`src/rtl/eth_pkg.sv`:
```
// ============================================================================
// Module      : eth_pkg
// Description : Shared types for the Ethernet transmit path (beat, arbiter FSM)
// Revision    : 1.0 - initial release
// ============================================================================
`default_nettype none

package eth_pkg;

    localparam int ETH_DATA_W = 32;
    localparam int ETH_MOD_W  = 2;

    typedef enum logic [1:0] {
        IDLE    = 2'd0,
        GRANT_A = 2'd1,
        GRANT_B = 2'd2
    } arb_state_t;

    typedef struct packed {
        logic [ETH_DATA_W-1:0] data;
        logic [ETH_MOD_W-1:0]  mod;
        logic                  sop;
        logic                  eop;
    } eth_beat_t;

endpackage

`default_nettype wire

```
`src/rtl/eth_st_skid.sv`:
```
// ============================================================================
// Module      : eth_st_skid
// Description : Output register plus one skid entry; breaks the ready path
// Revision    : 1.0 - initial release
// ============================================================================
`default_nettype none

module eth_st_skid
    import eth_pkg::*;
#(
    parameter type T = eth_beat_t
) (
    input  logic clk,
    input  logic reset,
    input  T     i_in_beat,
    input  logic i_in_vld,
    output logic o_in_rdy,
    output T     o_out_beat,
    output logic o_out_vld,
    input  logic i_out_rdy
);

    T     r_out_beat;
    logic r_out_vld;
    T     r_skid_beat;
    logic r_skid_vld;

    logic w_out_load;
    logic w_in_acc;

    // Ready depends only on a register, so the downstream ready never reaches the sources.
    assign o_in_rdy   = ~r_skid_vld;
    assign w_in_acc   = i_in_vld & ~r_skid_vld;
    assign w_out_load = ~r_out_vld | i_out_rdy;

    always_ff @(posedge clk) begin
        if (reset) begin
            r_out_beat  <= T'('0);
            r_out_vld   <= 1'b0;
            r_skid_beat <= T'('0);
            r_skid_vld  <= 1'b0;
        end else if (w_out_load) begin
            if (r_skid_vld) begin
                r_out_beat <= r_skid_beat;
                r_out_vld  <= 1'b1;
                r_skid_vld <= 1'b0;
            end else begin
                r_out_vld <= w_in_acc;
                if (w_in_acc) begin
                    r_out_beat <= i_in_beat;
                end
            end
        end else if (w_in_acc) begin
            r_skid_beat <= i_in_beat;
            r_skid_vld  <= 1'b1;
        end
    end

    assign o_out_beat = r_out_beat;
    assign o_out_vld  = r_out_vld;

endmodule

`default_nettype wire

```
`src/rtl/eth_tx_arb.sv`:
```
// ============================================================================
// Module      : eth_tx_arb
// Description : Packet-granular round-robin arbiter of two sources onto MAC ff_tx
// Revision    : 1.0 - initial release
// ============================================================================
`default_nettype none

module eth_tx_arb
    import eth_pkg::*;
#(
    parameter int DATA_W = ETH_DATA_W,
    parameter int MOD_W  = ETH_MOD_W,
    parameter int CNT_W  = 16
) (
    input  logic              clk,
    input  logic              reset,
    input  logic [DATA_W-1:0] i_a_data,
    input  logic [MOD_W-1:0]  i_a_mod,
    input  logic              i_a_sop,
    input  logic              i_a_eop,
    input  logic              i_a_vld,
    output logic              o_a_rdy,
    input  logic [DATA_W-1:0] i_b_data,
    input  logic [MOD_W-1:0]  i_b_mod,
    input  logic              i_b_sop,
    input  logic              i_b_eop,
    input  logic              i_b_vld,
    output logic              o_b_rdy,
    output logic [DATA_W-1:0] o_tx_data,
    output logic [MOD_W-1:0]  o_tx_mod,
    output logic              o_tx_sop,
    output logic              o_tx_eop,
    output logic              o_tx_vld,
    input  logic              i_tx_rdy,
    output logic [CNT_W-1:0]  o_pkt_cnt_a,
    output logic [CNT_W-1:0]  o_pkt_cnt_b,
    output logic              o_err_a,
    output logic              o_err_b
);

    typedef struct packed {
        logic [DATA_W-1:0] data;
        logic [MOD_W-1:0]  mod;
        logic              sop;
        logic              eop;
    } beat_t;

    arb_state_t       r_state;
    arb_state_t       w_state_nxt;
    logic             r_last_b;
    logic             r_beat_seen;
    logic [CNT_W-1:0] r_cnt_a;
    logic [CNT_W-1:0] r_cnt_b;
    logic             r_err_a;
    logic             r_err_b;

    logic  w_a_rdy;
    logic  w_b_rdy;
    logic  w_err_a;
    logic  w_err_b;
    logic  w_cand_a;
    logic  w_cand_b;
    logic  w_fwd_a;
    logic  w_fwd_b;
    logic  w_in_vld;
    beat_t w_in_beat;
    logic  w_skid_rdy;
    beat_t w_out_beat;

    always_comb begin
        w_state_nxt = r_state;
        w_a_rdy     = 1'b0;
        w_b_rdy     = 1'b0;
        w_err_a     = 1'b0;
        w_err_b     = 1'b0;
        w_fwd_a     = 1'b0;
        w_fwd_b     = 1'b0;
        w_in_vld    = 1'b0;
        w_in_beat   = '{data: i_a_data, mod: i_a_mod, sop: i_a_sop, eop: i_a_eop};
        w_cand_a    = i_a_vld & i_a_sop;
        w_cand_b    = i_b_vld & i_b_sop;

        case (r_state)
            IDLE: begin
                // A valid beat with no sop cannot start a packet: swallow it and flag it.
                if (i_a_vld && !i_a_sop) begin
                    w_a_rdy = 1'b1;
                    w_err_a = 1'b1;
                end
                if (i_b_vld && !i_b_sop) begin
                    w_b_rdy = 1'b1;
                    w_err_b = 1'b1;
                end
                if (w_cand_a && w_cand_b) begin
                    w_state_nxt = r_last_b ? GRANT_A : GRANT_B;
                end else if (w_cand_a) begin
                    w_state_nxt = GRANT_A;
                end else if (w_cand_b) begin
                    w_state_nxt = GRANT_B;
                end
            end
            GRANT_A: begin
                w_a_rdy  = w_skid_rdy;
                w_in_vld = i_a_vld;
                w_fwd_a  = i_a_vld & w_skid_rdy;
                if (w_fwd_a) begin
                    w_err_a = i_a_sop & r_beat_seen;
                    if (i_a_eop) begin
                        w_state_nxt = IDLE;
                    end
                end
            end
            GRANT_B: begin
                w_b_rdy   = w_skid_rdy;
                w_in_vld  = i_b_vld;
                w_in_beat = '{data: i_b_data, mod: i_b_mod, sop: i_b_sop, eop: i_b_eop};
                w_fwd_b   = i_b_vld & w_skid_rdy;
                if (w_fwd_b) begin
                    w_err_b = i_b_sop & r_beat_seen;
                    if (i_b_eop) begin
                        w_state_nxt = IDLE;
                    end
                end
            end
            default: begin
                w_state_nxt = IDLE;
            end
        endcase

        // Nothing is handed over while reset is held.
        if (reset) begin
            w_a_rdy = 1'b0;
            w_b_rdy = 1'b0;
        end
    end

    always_ff @(posedge clk) begin
        if (reset) begin
            r_state     <= IDLE;
            r_last_b    <= 1'b1;
            r_beat_seen <= 1'b0;
            r_cnt_a     <= '0;
            r_cnt_b     <= '0;
            r_err_a     <= 1'b0;
            r_err_b     <= 1'b0;
        end else begin
            r_state     <= w_state_nxt;
            r_err_a     <= w_err_a;
            r_err_b     <= w_err_b;
            r_beat_seen <= (r_state != IDLE) & (r_beat_seen | w_fwd_a | w_fwd_b);
            if (w_fwd_a && i_a_eop) begin
                r_last_b <= 1'b0;
                r_cnt_a  <= r_cnt_a + CNT_W'(1);
            end
            if (w_fwd_b && i_b_eop) begin
                r_last_b <= 1'b1;
                r_cnt_b  <= r_cnt_b + CNT_W'(1);
            end
        end
    end

    eth_st_skid #(
        .T (beat_t)
    ) u_skid (
        .clk        (clk),
        .reset      (reset),
        .i_in_beat  (w_in_beat),
        .i_in_vld   (w_in_vld),
        .o_in_rdy   (w_skid_rdy),
        .o_out_beat (w_out_beat),
        .o_out_vld  (o_tx_vld),
        .i_out_rdy  (i_tx_rdy)
    );

    assign o_a_rdy     = w_a_rdy;
    assign o_b_rdy     = w_b_rdy;
    assign o_tx_data   = w_out_beat.data;
    assign o_tx_mod    = w_out_beat.mod;
    assign o_tx_sop    = w_out_beat.sop;
    assign o_tx_eop    = w_out_beat.eop;
    assign o_pkt_cnt_a = r_cnt_a;
    assign o_pkt_cnt_b = r_cnt_b;
    assign o_err_a     = r_err_a;
    assign o_err_b     = r_err_b;

endmodule

`default_nettype wire

```
`config.mk`:
```
export PLATFORM = sky130hd
export DESIGN_NAME = eth_tx_arb
export DESIGN_NICKNAME = d
export VERILOG_FILES = /design/src/rtl/eth_pkg.sv /design/src/rtl/eth_st_skid.sv /design/src/rtl/eth_tx_arb.sv
export SDC_FILE = /design/constraint.sdc
export NUM_CORES = 1
export LEC_CHECK = 0
export BUFFER_PORTS_ARGS = -buffer_cell sky130_fd_sc_hd__buf_2
export CAP_MARGIN = 20
export CELL_PAD_IN_SITES_DETAIL_PLACEMENT = 1
export CELL_PAD_IN_SITES_GLOBAL_PLACEMENT = 1
export CORE_MARGIN = 4
export CORE_UTILIZATION = 43
export CTS_BUF_LIST = sky130_fd_sc_hd__clkbuf_8
export CTS_CLUSTER_SIZE = 12
export DETAILED_ROUTE_END_ITERATION = 6
export MAX_ROUTING_LAYER = met4
export PLACE_DENSITY_LB_ADDON = 0.1
export SLEW_MARGIN = 20
export SYNTH_ARGS = -nofsm -noshare
export SYNTH_HDL_FRONTEND = slang
export SYNTH_SLANG_ARGS = --single-unit
export TNS_END_PERCENT = 50
```
`constraint.sdc`:
```
create_clock -name clk -period 2.8 [get_ports clk]
set_input_delay 0.42 -clock clk [delete_from_list [all_inputs] [get_ports clk]]
set_output_delay 0.42 -clock clk [all_outputs]
set_load 0.01 [all_outputs]
```
==> results of run 1 <==
-- logic make-up after synthesis --
family,after synthesis,share of synthesized area (%)
AO/OA/AOI/OAI,169,21.1
flip-flops,112,41.1
adder cells (fa/ha/maj),5,1.15
XOR/XNOR,19,3.05
multiplexers,44,8.24
buffers and inverters,64,5.42
AND/OR/NAND/NOR,219,19.9
-- how the worst min path moves through the flow --
stage / from / endpoint / slack, ps
after global placement: u_skid.o_out_beat[13]$_SDFFE_PP0P_ / u_skid.o_out_beat[13]$_SDFFE_PP0P_ / 460
after detailed placement: u_skid.o_out_beat[12]$_SDFFE_PP0P_ / u_skid.o_out_beat[12]$_SDFFE_PP0P_ / 470
after floorplan: r_last_b$_SDFFE_PP1P_ / r_last_b$_SDFFE_PP1P_ / 440
final: i_a_vld / o_err_a$_SDFF_PP0_ / 420
after CTS: i_a_vld / o_err_a$_SDFF_PP0_ / 400
after global routing: i_b_vld / o_err_b$_SDFF_PP0_ / 390
-- state kept, by name, indices dropped and copies added (netlist names) --
register            count
u_skid.r_skid_beat     36
u_skid.o_out_beat      36
r_beat_seen             1
u_skid.o_out_vld        1
o_pkt_cnt_b            16
o_pkt_cnt_a            16
o_err_a                 1
r_state                 2
r_last_b                1
u_skid.r_skid_vld       1
o_err_b                 1
-- where the power goes --
| part | total, mW | internal [mW] | switching [mW] |
|---|---|---|---|
| Clock | 0.988 | 0.444 | 0.544 |
| Sequential | 1.65 | 1.63 | 0.0221 |
| Combinational | 0.674 | 0.260 | 0.414 |
| Total | 3.32 | 2.33 | 0.980 |
-- layout by cell type, fill, tap and decap left out, drive strengths merged, types with 3 or more instances in the layout --
master  netlist  layout
nand3        48      48
o21ai        75      75
nand2        50      50
nor2         72      72
inv          10      11
nand2b        4       4
a211oi       36      36
nor3          8       8
nand4         6       6
a211o         3       3
mux2i        37      37
xor2          4       4
mux2          7       7
nor4          8       8
clkbuf       27      14
ha            5       5
or3           3       3
dfxtp       112     112
xnor2        15      15
nand3b        3       3
a21oi        45      45
nor2b         8       8
buf          27     161
-- layout make-up --
| cell class | count | area [sq um] | share of cell area [%] |
|---|---|---|---|
| repair buffers | 161 | 851 | 13.1 |
| clock inverters | 2 | 11.3 | 0.174 |
| clock buffers | 14 | 193 | 2.97 |
| flip-flops and latches | 112 | 2240 | 34.6 |
| well taps | 168 | 210 | 3.24 |
| multi-input cells | 456 | 2930 | 45.3 |
| inverters | 10 | 37.5 | 0.579 |
-- metrics by stage --
stage,setup slack (ps),std cells
final,561,923
after global routing,377,923
after CTS,566,923
after detailed placement,592,907
after global placement,716,907
after floorplan,1030,632
-- synthesized netlist by cell type (2+ instances only) --
cell type                  number  area share, %
sky130_fd_sc_hd__a31o_2         2           0.32
sky130_fd_sc_hd__nand3b_1       3           0.41
sky130_fd_sc_hd__a211o_1        3           0.48
sky130_fd_sc_hd__nand3_1       48            4.4
sky130_fd_sc_hd__nor2b_1        8           0.92
sky130_fd_sc_hd__a21oi_1       45            4.1
sky130_fd_sc_hd__nand4_1        5           0.57
sky130_fd_sc_hd__nor4_2         2           0.46
sky130_fd_sc_hd__mux2_1         5            1.0
sky130_fd_sc_hd__buf_6          2           0.41
sky130_fd_sc_hd__nor3_1         8           0.73
sky130_fd_sc_hd__buf_1          4           0.28
sky130_fd_sc_hd__a211oi_1       2           0.28
sky130_fd_sc_hd__clkbuf_1      26            1.8
sky130_fd_sc_hd__ha_1           5            1.1
sky130_fd_sc_hd__nand2_1       50            3.4
sky130_fd_sc_hd__o21ai_0       73            6.7
sky130_fd_sc_hd__mux2i_1       37            6.8
sky130_fd_sc_hd__and3_1         2           0.23
sky130_fd_sc_hd__nor4_1         5           0.57
sky130_fd_sc_hd__or3_1          3           0.34
sky130_fd_sc_hd__mux2_2         2           0.41
sky130_fd_sc_hd__nand2b_1       4           0.46
sky130_fd_sc_hd__inv_1         10           0.69
sky130_fd_sc_hd__a32oi_1        2           0.32
sky130_fd_sc_hd__buf_4          5           0.69
sky130_fd_sc_hd__o21ai_1        2           0.18
sky130_fd_sc_hd__dfxtp_1      112             41
sky130_fd_sc_hd__nand4b_4       2           0.87
sky130_fd_sc_hd__a211oi_2      34            7.8
sky130_fd_sc_hd__buf_2         16            1.5
sky130_fd_sc_hd__xor2_1         4           0.64
sky130_fd_sc_hd__xnor2_1       15            2.4
sky130_fd_sc_hd__nor2_1        72            5.0
-- metal layers --
layer  GRT usage, %  vias up
met2           36.3      119
met1           27.6     2467
met4           6.73        0
li1               -     2454
met3           3.60       25
met5              -        -
-- critical path: cells and delay by family (launching register included) --
kind	cells	cell delay (ps)
adder cells (fa/ha/maj)	1	260
flip-flops	1	340
buffers and inverters	3	730
AO/OA/AOI/OAI	2	380
AND/OR/NAND/NOR	2	430
==> summary.md, run 1 <==
For the top-level port count, the log shows 150. For this design, the slowest cell found on the critical path is sky130_fd_sc_hd__buf_12. The depth of the worst hold-timing path was 2; the post-DP HPWL was 10.7 mm. The category of the worst setup path capture point was a flip-flop.

Entering global routing, the biggest net connects 73 pins. The highest fanout seen on the critical path was 72. The tools report the count of nets after finishing as 832. Synthesis handed over a netlist of 632 instances. Capturing element of the worst setup path: u_skid.r_skid_beat[25]$_SDFFE_PP0P_. The combined global-route utilization of all metal layers came out at 21.9%.

For this block, the initial DRC count from the detailed router was 276. The first global-routing pass estimated 25.3 mm of wire. The critical path class is reg -> reg. The area growth from synthesis to layout is 18.9%. The quantity of gates resized following cts was 0; the utilization after layout was 53.1%.

The cell area that synthesis handed to floorplanning was 0.00545 sq mm. Detailed routing inserted a total of 5,065 vias. The detailed router used layers up to and including met4. The number of antenna diodes in the final layout is 0. In the final routing, the length of wire on met1 measures 6.73 mm.

After detailed routing, the met2 layer carries 7.62 mm of wire. Synthesis produced a netlist with a net count of 714. The via count of the first global-routing pass was 5,141; the power density normalized to cell area was 512 mW/mm^2. The count of nets left with antenna violations after detail routing was 0; the smallest hold slack was 424 ps.

The final setup TNS was 0 ps; the last weighted congestion value of the routability-driven placer was 0.839. The post-CTS setup buffer count is 0. The achievable frequency is 0.447 GHz, and the die span in y is 121 microns. The clock passes through at most 2 buffers. For the sequential-to-total area share from yosys stat, the log shows 41.1%. The tools report the final count of hold timing violations as 0. Setup slack on the worst reg-to-reg path comes out at 560 ps.

The die extent in x is 121 microns, and the via density per instance is 5.49. At the pin with the least slew margin, the transition time is 624 ps. In this run, CTS created clock tree buffers numbering 9. On the final layout, the worst clock skew is 6.88 ps.

Summed over all layers, the global routing overflow is 0. The run gives 0.00627 sq mm as the placed cell area. The share of cells above drive strength 1 was 30.1%; the average routed wire per standard cell was 16.7 microns. TritonCTS built the clock tree. Main flop type after synthesis: sky130_fd_sc_hd__dfxtp_1. The run gives 58.4% as the headroom to the max-slew limit.

The tools report the startpoint of the lowest-slack register-to-register path as r_state[0]$_SDFFE_PP0P_. Counting cells, the worst reg-to-reg path comes to 8. The signal on the critical path passes through inv_1, ha_2, buf_4, a22oi_1, nor4b_4, buf_12, nor2_1, a211oi_2. The logs give 0 for the hold-fix buffer count after cts and 0 for the number of max-slew violations in the final report.

The run finished with clean final reports. The source-to-sink clock delay at the later pin of the worst-skew pair came out at 370 ps. After synthesis the netlist holds a flip-flop and latch count of 112. Row generation in the floorplan step produced 40 rows.

The average footprint of a synthesized cell came out at 8.62 sq um. The endpoint identified for the worst register-to-register timing path is u_skid.r_skid_beat[25]$_SDFFE_PP0P_. The clock net in this run drives a total of 112 sinks. For the number of fillers in the final layout, the log shows 1,529. The highest cell delay on the worst timing path was 370 ps. The kind of start point of the critical path was a flip-flop. The number of detailed-route iterations in the first pass was 5; the reported leakage power was 2.49 nW. The classification of the worst-slack hold path is in -> reg.

The finished cells cover 0.00648 sq mm. The final total power was 3.32 mW. The synthesized design contains 0 enable-type register cells. For the worst setup path, the data arrival time is 2540 ps. The routed wire length was 15.4 mm; the number of antenna violations at the first check in global routing was 0. For the number of remaining DRC errors, the log shows 0. The share of the cycle needed by the critical path after routing is 80.0%, and the final critical path time including I/O delays and setup is 2240 ps. The total met3 wirelength after detailed routing was 711 microns; the required time of the worst setup path was 3100 ps. VDD sags by at most 0.195 mV. The maximum level of the CTS H-tree is 3, and the number of setup violations in the final report is 0. Setup repair after global routing left no endpoint under its margin.

The launch point of the critical path was r_state[0]$_SDFFE_PP0P_. Of all flip-flops after synthesis, the portion carrying an async set or reset was 0%. The max-cap violation count came out at 0. The clock root buffer is sky130_fd_sc_hd__clkbuf_8. Yosys mapped the design onto 48 distinct sky130hd cell types.

Clock-pin slew on the worst setup and hold paths: 100 ps. After floorplanning, the core was sized to cover 0.0122 sq mm. The full die area was 0.0145 sq mm; the yosys synthesis warning count was 0. Buffers placed on the I/O ports in this run total 149. Once the floorplan was initialized, standard cells occupied 44.6% of the core.
Power figures use the tool's default switching activity.
==> run 2: changes to the inputs <==
--- a/config.mk
+++ b/config.mk
@@ -10,7 +10,7 @@
 export CELL_PAD_IN_SITES_DETAIL_PLACEMENT = 1
 export CELL_PAD_IN_SITES_GLOBAL_PLACEMENT = 1
 export CORE_MARGIN = 4
-export CORE_UTILIZATION = 43
+export CORE_UTILIZATION = 40
 export CTS_BUF_LIST = sky130_fd_sc_hd__clkbuf_8
 export CTS_CLUSTER_SIZE = 12
 export DETAILED_ROUTE_END_ITERATION = 6
==> constraint.sdc (replaced) <==
create_clock -name clk -period 2.15 [get_ports clk]
set_input_delay 0.3225 -clock clk [delete_from_list [all_inputs] [get_ports clk]]
set_output_delay 0.3225 -clock clk [all_outputs]
set_load 0.01 [all_outputs]
==> summary.md, run 2 (synthesis results as in run 1) <==
The pin count of the biggest net entering global routing was 74 (was 73). The critical path class was reg -> reg (unchanged). The capturing element of the worst setup path is u_skid.r_skid_beat[18]$_SDFFE_PP0P_ (was u_skid.r_skid_beat[25]$_SDFFE_PP0P_).

The category of the worst setup path capture point was a flip-flop (unchanged). Setup repair after global routing left no endpoint under its margin. The count of nets left with antenna violations after detail routing was 0 (unchanged). The number of I/O port buffers is 149 (unchanged), and the source-to-sink clock delay at the later pin of the worst-skew pair is 380 ps (was 370 ps). The highest fanout seen on the critical path came out at 36 (was 72). The transition time of the tightest slew-check pin was 645 ps (was 624 ps). The clock-pin slew on the worst setup and hold paths was 100 ps (about the same); the die span in y was 125 microns (was 121 microns). The flow ran to the end, and the final reports show no timing, DRC or antenna violations.

The final design instance area without fill came out at 0.00656 sq mm (was 0.00648 sq mm). The last weighted congestion value of the routability-driven placer was 0.818 (was 0.839). The tools report the total global routing overflow as 0 (unchanged). The tools report the count of nets after finishing as 831 (was 832). The clock root buffer is sky130_fd_sc_hd__clkbuf_8 (unchanged). TritonCTS built the clock tree.

The tools report the worst flop-to-flop path endpoint as u_skid.r_skid_beat[18]$_SDFFE_PP0P_ (was u_skid.r_skid_beat[25]$_SDFFE_PP0P_). The number of detailed-route iterations in the first pass was 4 (was 5). The via density per instance is 5.38 (was 5.49), and the number of remaining DRC errors is 0 (unchanged).

The run gives 5,003 (was 5,065) as the count of vias placed by the detailed router. The share of cells above drive strength 1 works out to 30.0% (was 30.1%). The final total power was 4.33 mW (was 3.32 mW). The tools report the max-cap violation count as 0 (unchanged). The final count of hold timing violations was 0 (unchanged); the required time of the worst setup path was 2400 ps (was 3100 ps). The logs give 1.27 mW (was 980 uW) for the total net switching power and 10.3 mm (was 10.7 mm) for the post-DP HPWL. The run gives 0 (unchanged) as the number of setup violations in the final report. Final critical path time including I/O delays and setup: 2030 ps (was 2240 ps). The smallest hold slack came out at 306 ps (was 424 ps). The achievable frequency is 0.492 GHz (was 0.447 GHz), and the routed wire length is 15.6 mm (was 15.4 mm). The run gives 0 (unchanged) as the number of diodes added for antenna fixing.

The wire length of the first global-routing pass was 25.2 mm (was 25.3 mm); the average routed wire per standard cell was 16.8 microns (was 16.7 microns). The kind of start point of the critical path is a flip-flop (unchanged). For the buffer depth of the longest clock path, the log shows 2 (unchanged). The die extent in x came out at 125 microns (was 121 microns). Launch point of the critical path: r_state[1]$_SDFFE_PP0P_ (was r_state[0]$_SDFFE_PP0P_). The top-level port count is 150 (unchanged), and the effective utilization at floorplan is 41.0% (was 44.6%).

Final setup TNS: 0 ps (unchanged). The classification of the worst-slack hold path was in -> reg (unchanged). The run gives 190 (was 276) as the starting DRC count in detailed routing.

The net switching fraction of the power came out at 29.4% (was 29.6%). The area of the core was 0.0133 sq mm (was 0.0122 sq mm). The tools report the standard-cell row count as 42 (was 40). The power density normalized to cell area is 661 mW/mm^2 (was 512 mW/mm^2).

The share of the cycle needed by the critical path after routing is 94.5% (was 80.0%), and the via count of the first global-routing pass is 5,027 (was 5,141). Commonest cells after routing, fill and taps aside: 148 x sky130_fd_sc_hd__buf_2, 111 x sky130_fd_sc_hd__dfxtp_1, 73 x sky130_fd_sc_hd__o21ai_0 (unchanged). The most common cell after layout, fill and taps aside was sky130_fd_sc_hd__buf_2 (unchanged). The logs give 120 ps (was 560 ps) for the worst reg-to-reg setup slack and 49.7% (was 49.9%) for the share of power burned in registers. The worst ir drop on vdd is 0.249 mV (was 0.195 mV). The post-synthesis to final-layout area growth was 20.3% (was 18.9%).

The reported leakage power is 2.52 nW (was 2.49 nW). The run gives 29.5% (was 29.8%) as the clock share of power. The clock net sink count is 112 (unchanged).

The internal power came out at 3.06 mW (was 2.33 mW). The clock skew is 14.0 ps (was 6.88 ps), and the headroom to the max-slew limit is 57.0% (was 58.4%). The tools report the startpoint of the lowest-slack register-to-register path as r_state[1]$_SDFFE_PP0P_ (was r_state[0]$_SDFFE_PP0P_). The number of buffers added by the clock tree synthesis step was 9 (unchanged); the full die area was 0.0156 sq mm (was 0.0145 sq mm). The number of antenna violations at the first check in global routing is 0 (unchanged), and the hold-fix buffer count after cts is 0 (unchanged). The number of max-slew violations in the final report was 0 (unchanged). The maximum level of the CTS H-tree was 3 (unchanged); the data arrival at the endpoint of the critical path was 2280 ps (was 2540 ps). The placed cell area came out at 0.00633 sq mm (was 0.00627 sq mm). The number of cells on the worst reg-to-reg path is 6 (was 8), and the combined global-route utilization of all metal layers is 19.8% (was 21.9%). The relative contribution of combinational cells to total power was 20.8% (was 20.3%).
==> run 2: stage by stage <==
| stage | std cells | worst slack [ps] | util [%] |
|---|---|---|---|
| floorplan | 632 | 385 | - |
| global placement | 913 | 219 | 47.6 |
| detailed placement | 913 | 115 | 47.6 |
| CTS | 929 | 102 | 49.1 |
| global route | 930 | 4.30 | 49.3 |
| finish | 930 | 119 | 49.3 |
==> run 2: repair_timing <==
item                                    CTS  global route
hold endpoints to repair                  0             0
gates resized for setup                   0             2
buffers inserted                          0             0
endpoints found under the setup margin    0            16
==> run 2: power by group through the flow <==
stage               Sequential [mW]  Clock (mW)  Combinational (mW)
finish                         2.15        1.28               0.902
global route                   2.16        1.40               0.996
CTS                            2.15        1.31               0.910
detailed placement             2.20           0               0.906
global placement               2.20           0               0.886
floorplan                      2.21           0               0.586
==> run 2: cell type report <==
type | instances | area (sq um)
Clock buffer | 14 | 193
Multi-Input combinational cell | 456 | 2950
Inverter | 10 | 37.5
Tap cell | 176 | 220
Fill cell | 1595 | 6740
Timing Repair Buffer | 160 | 902
Sequential cell | 112 | 2240
Clock inverter | 2 | 11.3
==> run 2: critical path, cell delays in order (launching register included) <==
cell	delay (ps)
sky130_fd_sc_hd__dfxtp_1	330
sky130_fd_sc_hd__inv_1	100
sky130_fd_sc_hd__ha_1	300
sky130_fd_sc_hd__a22oi_1	190
sky130_fd_sc_hd__nor4b_4	390
sky130_fd_sc_hd__buf_6	440
sky130_fd_sc_hd__a211oi_2	130
==> run 2: worst min path at each step <==
stage,cells after the start,start,slack [ps],end
after floorplan,1,r_last_b$_SDFFE_PP1P_,440,r_last_b$_SDFFE_PP1P_
after global placement,1,r_last_b$_SDFFE_PP1P_,450,r_last_b$_SDFFE_PP1P_
after detailed placement,1,r_last_b$_SDFFE_PP1P_,470,r_last_b$_SDFFE_PP1P_
after CTS,3,i_b_vld,280,o_err_b$_SDFF_PP0_
after global routing,2,i_a_vld,320,o_err_a$_SDFF_PP0_
final,3,i_b_vld,310,o_err_b$_SDFF_PP0_
==> run 2: routing by layer <==
layer / vias up / track usage, % / part of all wire [%]
met3: 18 / 3.52 / 4.3
li1: 2462 / - / -
met5: - / - / 0
met1: 2411 / 25.5 / 46
met4: 0 / 6.58 / 1.6
met2: 112 / 31.7 / 49
